$ cat src/rtl/ll_pkg.sv
// ---------------------------------------------------------------------------
// ll_pkg
// Shared types and constants for the lunar-lander step sequencer.
//   ll_step_e     : sequencer state encoding
//   BCD_ZERO      : 4-digit BCD zero
//   GRAVITY_DEF   : default BCD amount subtracted from velocity each step
//   CRASH_VEL_DEF : default 10's-complement crash threshold
//   bcd_is_nonpos : true for a 10's-complement value that is negative or zero
// ---------------------------------------------------------------------------
package ll_pkg;

    typedef enum logic [2:0] {
        IDLE     = 3'd0,
        S_ALT    = 3'd1,
        S_VELG   = 3'd2,
        S_VELT   = 3'd3,
        S_FUEL   = 3'd4,
        S_COMMIT = 3'd5,
        LANDED   = 3'd6,
        CRASHED  = 3'd7
    } ll_step_e;

    localparam logic [15:0] BCD_ZERO      = 16'h0000;
    localparam logic [15:0] GRAVITY_DEF   = 16'h0005;
    localparam logic [15:0] CRASH_VEL_DEF = 16'h9970;

    // A leading digit of 8 or 9 marks a negative 10's-complement value.
    function automatic logic bcd_is_nonpos(input logic [15:0] val);
        return val[15] | (val == BCD_ZERO);
    endfunction

endpackage

$ cat src/rtl/ll_step_sequencer.sv
// ---------------------------------------------------------------------------
// ll_step_sequencer
// Runs one lunar-lander physics step over several cycles on a single shared
// 4-digit BCD add/sub unit (instantiated by the parent and wired to alu_*).
// Ports:
//   clk, rst_n          : clock, asynchronous active-low reset
//   tick, run           : step request and step enable
//   alt, vel, fuel,     : current state (BCD; vel is 10's complement)
//   thrust
//   alu_a, alu_b, alu_op: operands/operation to the shared adder (0 = add)
//   alu_s               : combinational adder result
//   alt_n, vel_n, fuel_n: registered next state
//   wen                 : one-cycle commit strobe
//   busy                : a step is in flight
//   land, crash         : sticky touchdown outcome flags
//   overrun             : tick arrived while a step was in flight
// ---------------------------------------------------------------------------
module ll_step_sequencer
    import ll_pkg::*;
#(
    parameter logic [15:0] GRAVITY   = GRAVITY_DEF,
    parameter logic [15:0] CRASH_VEL = CRASH_VEL_DEF
) (
    input  logic        clk,
    input  logic        rst_n,
    input  logic        tick,
    input  logic        run,
    input  logic [15:0] alt,
    input  logic [15:0] vel,
    input  logic [15:0] fuel,
    input  logic [15:0] thrust,
    output logic [15:0] alu_a,
    output logic [15:0] alu_b,
    output logic        alu_op,
    input  logic [15:0] alu_s,
    output logic [15:0] alt_n,
    output logic [15:0] vel_n,
    output logic [15:0] fuel_n,
    output logic        wen,
    output logic        busy,
    output logic        land,
    output logic        crash,
    output logic        overrun
);

    ll_step_e    state_r;
    ll_step_e    state_nxt_s;

    logic [15:0] alt_snap_r;
    logic [15:0] vel_snap_r;
    logic [15:0] fuel_snap_r;
    logic [15:0] thrust_snap_r;
    logic [15:0] alt_c_r;
    logic [15:0] vtmp_r;
    logic [15:0] alt_n_r;
    logic [15:0] vel_n_r;
    logic [15:0] fuel_n_r;
    logic        wen_r;
    logic        land_r;
    logic        crash_r;

    logic [15:0] alu_a_s;
    logic [15:0] alu_b_s;
    logic        alu_op_s;
    logic        busy_s;
    logic        soft_land_s;

    // Zero velocity counts as a soft touchdown, as does a small descent rate.
    assign soft_land_s = (vel_snap_r >= CRASH_VEL) | (vel_snap_r == BCD_ZERO);

    // Next-state decode and operand mux for the shared adder.
    always_comb begin
        state_nxt_s = state_r;
        alu_a_s     = BCD_ZERO;
        alu_b_s     = BCD_ZERO;
        alu_op_s    = 1'b0;
        case (state_r)
            IDLE: begin
                if (tick && run) begin
                    state_nxt_s = S_ALT;
                end else begin
                    state_nxt_s = IDLE;
                end
            end
            S_ALT: begin
                alu_a_s = alt_snap_r;
                alu_b_s = vel_snap_r;
                if (bcd_is_nonpos(alu_s)) begin
                    if (soft_land_s) begin
                        state_nxt_s = LANDED;
                    end else begin
                        state_nxt_s = CRASHED;
                    end
                end else begin
                    state_nxt_s = S_VELG;
                end
            end
            S_VELG: begin
                alu_a_s     = vel_snap_r;
                alu_b_s     = GRAVITY;
                alu_op_s    = 1'b1;
                state_nxt_s = S_VELT;
            end
            S_VELT: begin
                // An empty tank produces no thrust.
                alu_a_s     = vtmp_r;
                alu_b_s     = (fuel_snap_r == BCD_ZERO) ? BCD_ZERO : thrust_snap_r;
                state_nxt_s = S_FUEL;
            end
            S_FUEL: begin
                alu_a_s     = fuel_snap_r;
                alu_b_s     = thrust_snap_r;
                alu_op_s    = 1'b1;
                state_nxt_s = S_COMMIT;
            end
            S_COMMIT: begin
                state_nxt_s = IDLE;
            end
            LANDED: begin
                state_nxt_s = LANDED;
            end
            CRASHED: begin
                state_nxt_s = CRASHED;
            end
            default: begin
                state_nxt_s = IDLE;
            end
        endcase
    end

    // Busy covers every in-flight state, including the commit cycle.
    always_comb begin
        case (state_r)
            S_ALT, S_VELG, S_VELT, S_FUEL, S_COMMIT: busy_s = 1'b1;
            default:                                 busy_s = 1'b0;
        endcase
    end

    // State register.
    always_ff @(posedge clk or negedge rst_n) begin
        if (!rst_n) begin
            state_r <= IDLE;
        end else begin
            state_r <= state_nxt_s;
        end
    end

    // Snapshot, intermediate and result registers plus outcome flags.
    always_ff @(posedge clk or negedge rst_n) begin
        if (!rst_n) begin
            alt_snap_r    <= BCD_ZERO;
            vel_snap_r    <= BCD_ZERO;
            fuel_snap_r   <= BCD_ZERO;
            thrust_snap_r <= BCD_ZERO;
            alt_c_r       <= BCD_ZERO;
            vtmp_r        <= BCD_ZERO;
            alt_n_r       <= BCD_ZERO;
            vel_n_r       <= BCD_ZERO;
            fuel_n_r      <= BCD_ZERO;
            wen_r         <= 1'b0;
            land_r        <= 1'b0;
            crash_r       <= 1'b0;
        end else begin
            wen_r <= 1'b0;
            case (state_r)
                IDLE: begin
                    if (tick && run) begin
                        alt_snap_r    <= alt;
                        vel_snap_r    <= vel;
                        fuel_snap_r   <= fuel;
                        thrust_snap_r <= thrust;
                    end
                end
                S_ALT: begin
                    alt_c_r <= alu_s;
                    if (state_nxt_s == LANDED) begin
                        land_r <= 1'b1;
                    end
                    if (state_nxt_s == CRASHED) begin
                        crash_r <= 1'b1;
                    end
                end
                S_VELG: begin
                    vtmp_r <= alu_s;
                end
                S_VELT: begin
                    vel_n_r <= alu_s;
                end
                S_FUEL: begin
                    // Fuel never goes negative; an overdraw empties the tank.
                    fuel_n_r <= bcd_is_nonpos(alu_s) ? BCD_ZERO : alu_s;
                    alt_n_r  <= alt_c_r;
                    wen_r    <= 1'b1;
                end
                default: begin
                    wen_r <= 1'b0;
                end
            endcase
        end
    end

    assign alu_a   = alu_a_s;
    assign alu_b   = alu_b_s;
    assign alu_op  = alu_op_s;
    assign alt_n   = alt_n_r;
    assign vel_n   = vel_n_r;
    assign fuel_n  = fuel_n_r;
    assign wen     = wen_r;
    assign busy    = busy_s;
    assign land    = land_r;
    assign crash   = crash_r;
    assign overrun = tick & busy_s;

endmodule

$ cat config.mk
export PLATFORM = sky130hd
export DESIGN_NAME = ll_step_sequencer
export DESIGN_NICKNAME = d
export VERILOG_FILES = /design/src/rtl/ll_pkg.sv /design/src/rtl/ll_step_sequencer.sv
export SDC_FILE = /design/constraint.sdc
export NUM_CORES = 1
export LEC_CHECK = 0
export ABC_AREA = 1
export CAP_MARGIN = 20
export CORE_ASPECT_RATIO = 1.5
export CORE_MARGIN = 2
export CORE_UTILIZATION = 49
export CTS_BUF_LIST = sky130_fd_sc_hd__clkbuf_4
export CTS_CLUSTER_DIAMETER = 40
export DETAILED_ROUTE_END_ITERATION = 6
export HOLD_SLACK_MARGIN = 0.1
export PLACE_DENSITY = 0.9
export SLEW_MARGIN = 25
export SYNTH_ARGS = -nofsm -noshare
export SYNTH_HDL_FRONTEND = slang
export SYNTH_SLANG_ARGS = --single-unit
$ cat constraint.sdc
create_clock -name clk -period 2.21 [get_ports clk]
set_input_delay 0.3315 -clock clk [delete_from_list [all_inputs] [get_ports clk]]
set_output_delay 0.3315 -clock clk [all_outputs]
set_load 0.01 [all_outputs]
==> flow_metrics.env <==
export IMPL_status="finished with violations"
export IMPL_violations="setup timing"
export IMPL_multi_input_comb_area_um2=2590
export IMPL_post_drt_wl_per_cell_um=19.3
export IMPL_grt_pass1_vias=5997
export IMPL_fin_worst_skew_ns=0.0161
export IMPL_synth_top_family_by_area="simple AND/OR/NAND/NOR gates"
export IMPL_cp_slowest_cell="dfrtp_1"
export IMPL_synthSimpleGateAreaFrac=0.153
export IMPL_synth_edff_count=0
export IMPL_seqCellArea_um2=3760
export IMPL_start_util=0.503
export IMPL_grt_setup_unrepaired="yes"
export IMPL_layout_cells_non_filler=1033
export IMPL_setup_viol=27
export IMPL_synth_cells=650
export IMPL_viasPerCell=5.57
export IMPL_hpwl_um=14000
export IMPL_r2r_start="state_r[1]"
export IMPL_synthAdderAreaFrac=0
export IMPL_slew_violations=0
export IMPL_io_buffers=169
export IMPL_drt_iter0_drc=380
export IMPL_numPlacedInstances=972
export IMPL_endpoint="alu_b[7]"
export IMPL_final_cell_mix="dfrtp_1 (148), nand2_1 (146), clkdlybuf4s50_1 (133)"
export IMPL_fillers=883
export IMPL_root_buffer="clkbuf_4"
export IMPL_netlist_area_um2=6580
export IMPL_ant_nets=0
export IMPL_maxCapViolCount=0
export IMPL_slew_headroom=0.706
export IMPL_syn_to_final_growth_pct=38.8
export IMPL_final_hold_viol_count=0
export IMPL_grt_remaining_overflow=0
export IMPL_layout_nets=945
export IMPL_antenna_found_initial=0
export IMPL_crit_required_ns=1.88
export IMPL_cts_buffers=17
export IMPL_drcViolationCount=0
export IMPL_die_area_um2=14400
export IMPL_clkTransAtPathRegs_ns=0.12
export IMPL_crit_chain="inv_1 -> nand4_1 -> nor3_1 -> nand4_1 -> buf_6 -> nand3_1 -> o21ai_1 -> buf_2"
export IMPL_tightest_slew_ns=0.441
export IMPL_place_congestion=0.866
export IMPL_vias=5753
export IMPL_reg2reg_depth=9
export IMPL_grt_use_total=0.278
export IMPL_cts_max_level=4
export IMPL_dieHeight_um=146
export IMPL_critPathMaxStageDelay_ns=0.39
export IMPL_min_period_ns=2.46
export IMPL_grt_pass1_wl_um=31400
export IMPL_syn_area_per_cell_um2=10.1
export IMPL_timing_fmax_mhz=407
export IMPL_reg2reg_slack_ns=0.11
export IMPL_synth_warning_count=0
export IMPL_drive_above_1_share=0.239
export IMPL_crit_type="flop to output port"
export IMPL_cts_tree="done"
export IMPL_end_kind="output port"
export IMPL_cp_data_arrival_time_ns=2.12
export IMPL_ys_seq_area_frac=0.571
export IMPL_routed_wl_um=20000
export IMPL_reg2reg_to="land"
export IMPL_finalCritPeriodShare=1.11
export IMPL_synth_xor_area_share=0
export IMPL_hp_start="vel[7]"
export IMPL_cp_common_cell="nand4_1"
export IMPL_clk_latency_ns=0.54
export IMPL_firstDrtPassIters=5
export IMPL_p_leak_uw=0.00443
export IMPL_synth_seq_cells=150
export IMPL_synth_ff_type="dfrtp_1"
export IMPL_start_kind="flop"
export IMPL_grt_max_degree=79
export IMPL_synth_compound_area_frac=0.114
export IMPL_ioPinCount=170
export IMPL_cts_sinks=150
export IMPL_worstSetupStartpoint="fuel_snap_r[5]"
export IMPL_coreArea_um2=13100
export IMPL_cp_max_fo=8
export IMPL_fin_util=0.698
export IMPL_synthArstFlopShare=1.00
export IMPL_placementRows=51
export IMPL_diodes=0
export IMPL_worstHoldPathType="input pin to flop"
export IMPL_ys_types=28
export IMPL_final_common_cell="dfrtp_1"
export IMPL_die_w_um=98.6
export IMPL_fin_ws_ns=-0.246
export IMPL_synthMuxAreaShare=0.0959
export IMPL_peakVddDrop_uv=795
export IMPL_cts_max_path_buffers=2
export IMPL_pwr_density_cell_nw_per_um2=1430
export IMPL_synth_nets=734
## worst min-delay path by stage
stage	end	slack [ns]	cells past startpoint
5_1_grt	vel_snap_r[7]	0.33	3
6_report	vel_snap_r[7]	0.36	3
2_1_floorplan	alt_c_r[0]	0.04	0
4_1_cts	vel_snap_r[14]	0.34	3
3_5_place_dp	alt_snap_r[4]	0.36	2
3_3_place_gp	alt_snap_r[6]	0.36	2
## cell families after synthesis
family          Yosys count
buf+inv                  94
simple gates            238
mux                      42
compound gates          126
flops                   150
## layout make-up
class / count / area share
Sequential cell: 150 / 0.411
Multi-Input combinational cell: 406 / 0.283
Timing Repair Buffer: 229 / 0.233
Inverter: 57 / 0.0256
Tap cell: 159 / 0.0218
Clock buffer: 19 / 0.0156
Clock inverter: 13 / 0.00932
## routing by layer
layer  wire length, µm  global-route usage  vias to the layer above
met3              1060              0.0586                       73
met4              1020               0.141                        0
met5                 0                   0                        -
met1              7130               0.313                     2812
li1                  -                   -                     2586
met2             10700               0.489                      282
## per-stage QoR
stage / worst slack (ns) / hold WS, ns / TNS, ns / area (µm²) / total power, µW
2_1_floorplan: 0.519 / 0.0359 / 0 / 6580 / 7990
3_3_place_gp: 0.0740 / 0.359 / 0 / 8550 / 10800
3_5_place_dp: -0.0737 / 0.364 / -0.227 / 8550 / 11100
4_1_cts: -0.261 / 0.343 / -3.54 / 9030 / 12700
5_1_grt: -0.338 / 0.327 / -6.91 / 9130 / 13800
6_report: -0.246 / 0.362 / -4.22 / 9130 / 13000
## state kept, by name, indices dropped and copies added (netlist names)
register       cells
fuel_snap_r       16
alt_n             16
wen                1
land               1
thrust_snap_r     16
vel_snap_r        16
fuel_n            16
vel_n             16
state_r            3
crash              1
alt_c_r           16
vtmp_r            16
alt_snap_r        16
## worst max-delay path, delay by kind of cell (launching register included)
| family | cells | cell delay (ns) |
|---|---|---|
| AND/OR/NAND/NOR | 4 | 0.62 |
| buffers and inverters | 3 | 0.50 |
| flip-flops | 1 | 0.39 |
| AO/OA/AOI/OAI | 1 | 0.07 |
## report_power, final
part,total [µW],internal (µW),switching (µW)
Combinational,6640,3300,3340
Sequential,4960,4040,916
Clock,1450,458,989
Total,13000,7800,5250
## what timing repair did
| action | in CTS | in global routing |
|---|---|---|
| gates resized for setup | 159 | 70 |
| pin swaps | 11 | 10 |
| hold endpoints to repair | 150 | 0 |
| hold buffers | 1 | 0 |
| setup endpoints to repair | 35 | 34 |
| gates cloned | 2 | 1 |
| buffers inserted | 21 | 6 |
## cells in the mapped netlist (2+ instances only)
master | count | share of area
a21oi_1 | 26 | 0.020
a221o_1 | 8 | 0.012
buf_2 | 14 | 0.011
buf_4 | 4 | 0.0046
buf_6 | 7 | 0.012
clkbuf_1 | 11 | 0.0063
dfrtp_1 | 150 | 0.57
inv_1 | 54 | 0.031
inv_2 | 2 | 0.0011
mux2_4 | 42 | 0.096
nand2_1 | 147 | 0.084
nand3_1 | 24 | 0.018
nand3_2 | 2 | 0.0030
nand4_1 | 11 | 0.010
nor2_1 | 43 | 0.025
nor3_1 | 5 | 0.0038
o2111ai_1 | 8 | 0.011
o21ai_0 | 61 | 0.046
o22ai_1 | 8 | 0.0076
o31ai_1 | 15 | 0.017
Note: power is estimated with default switching activity, not from simulation.
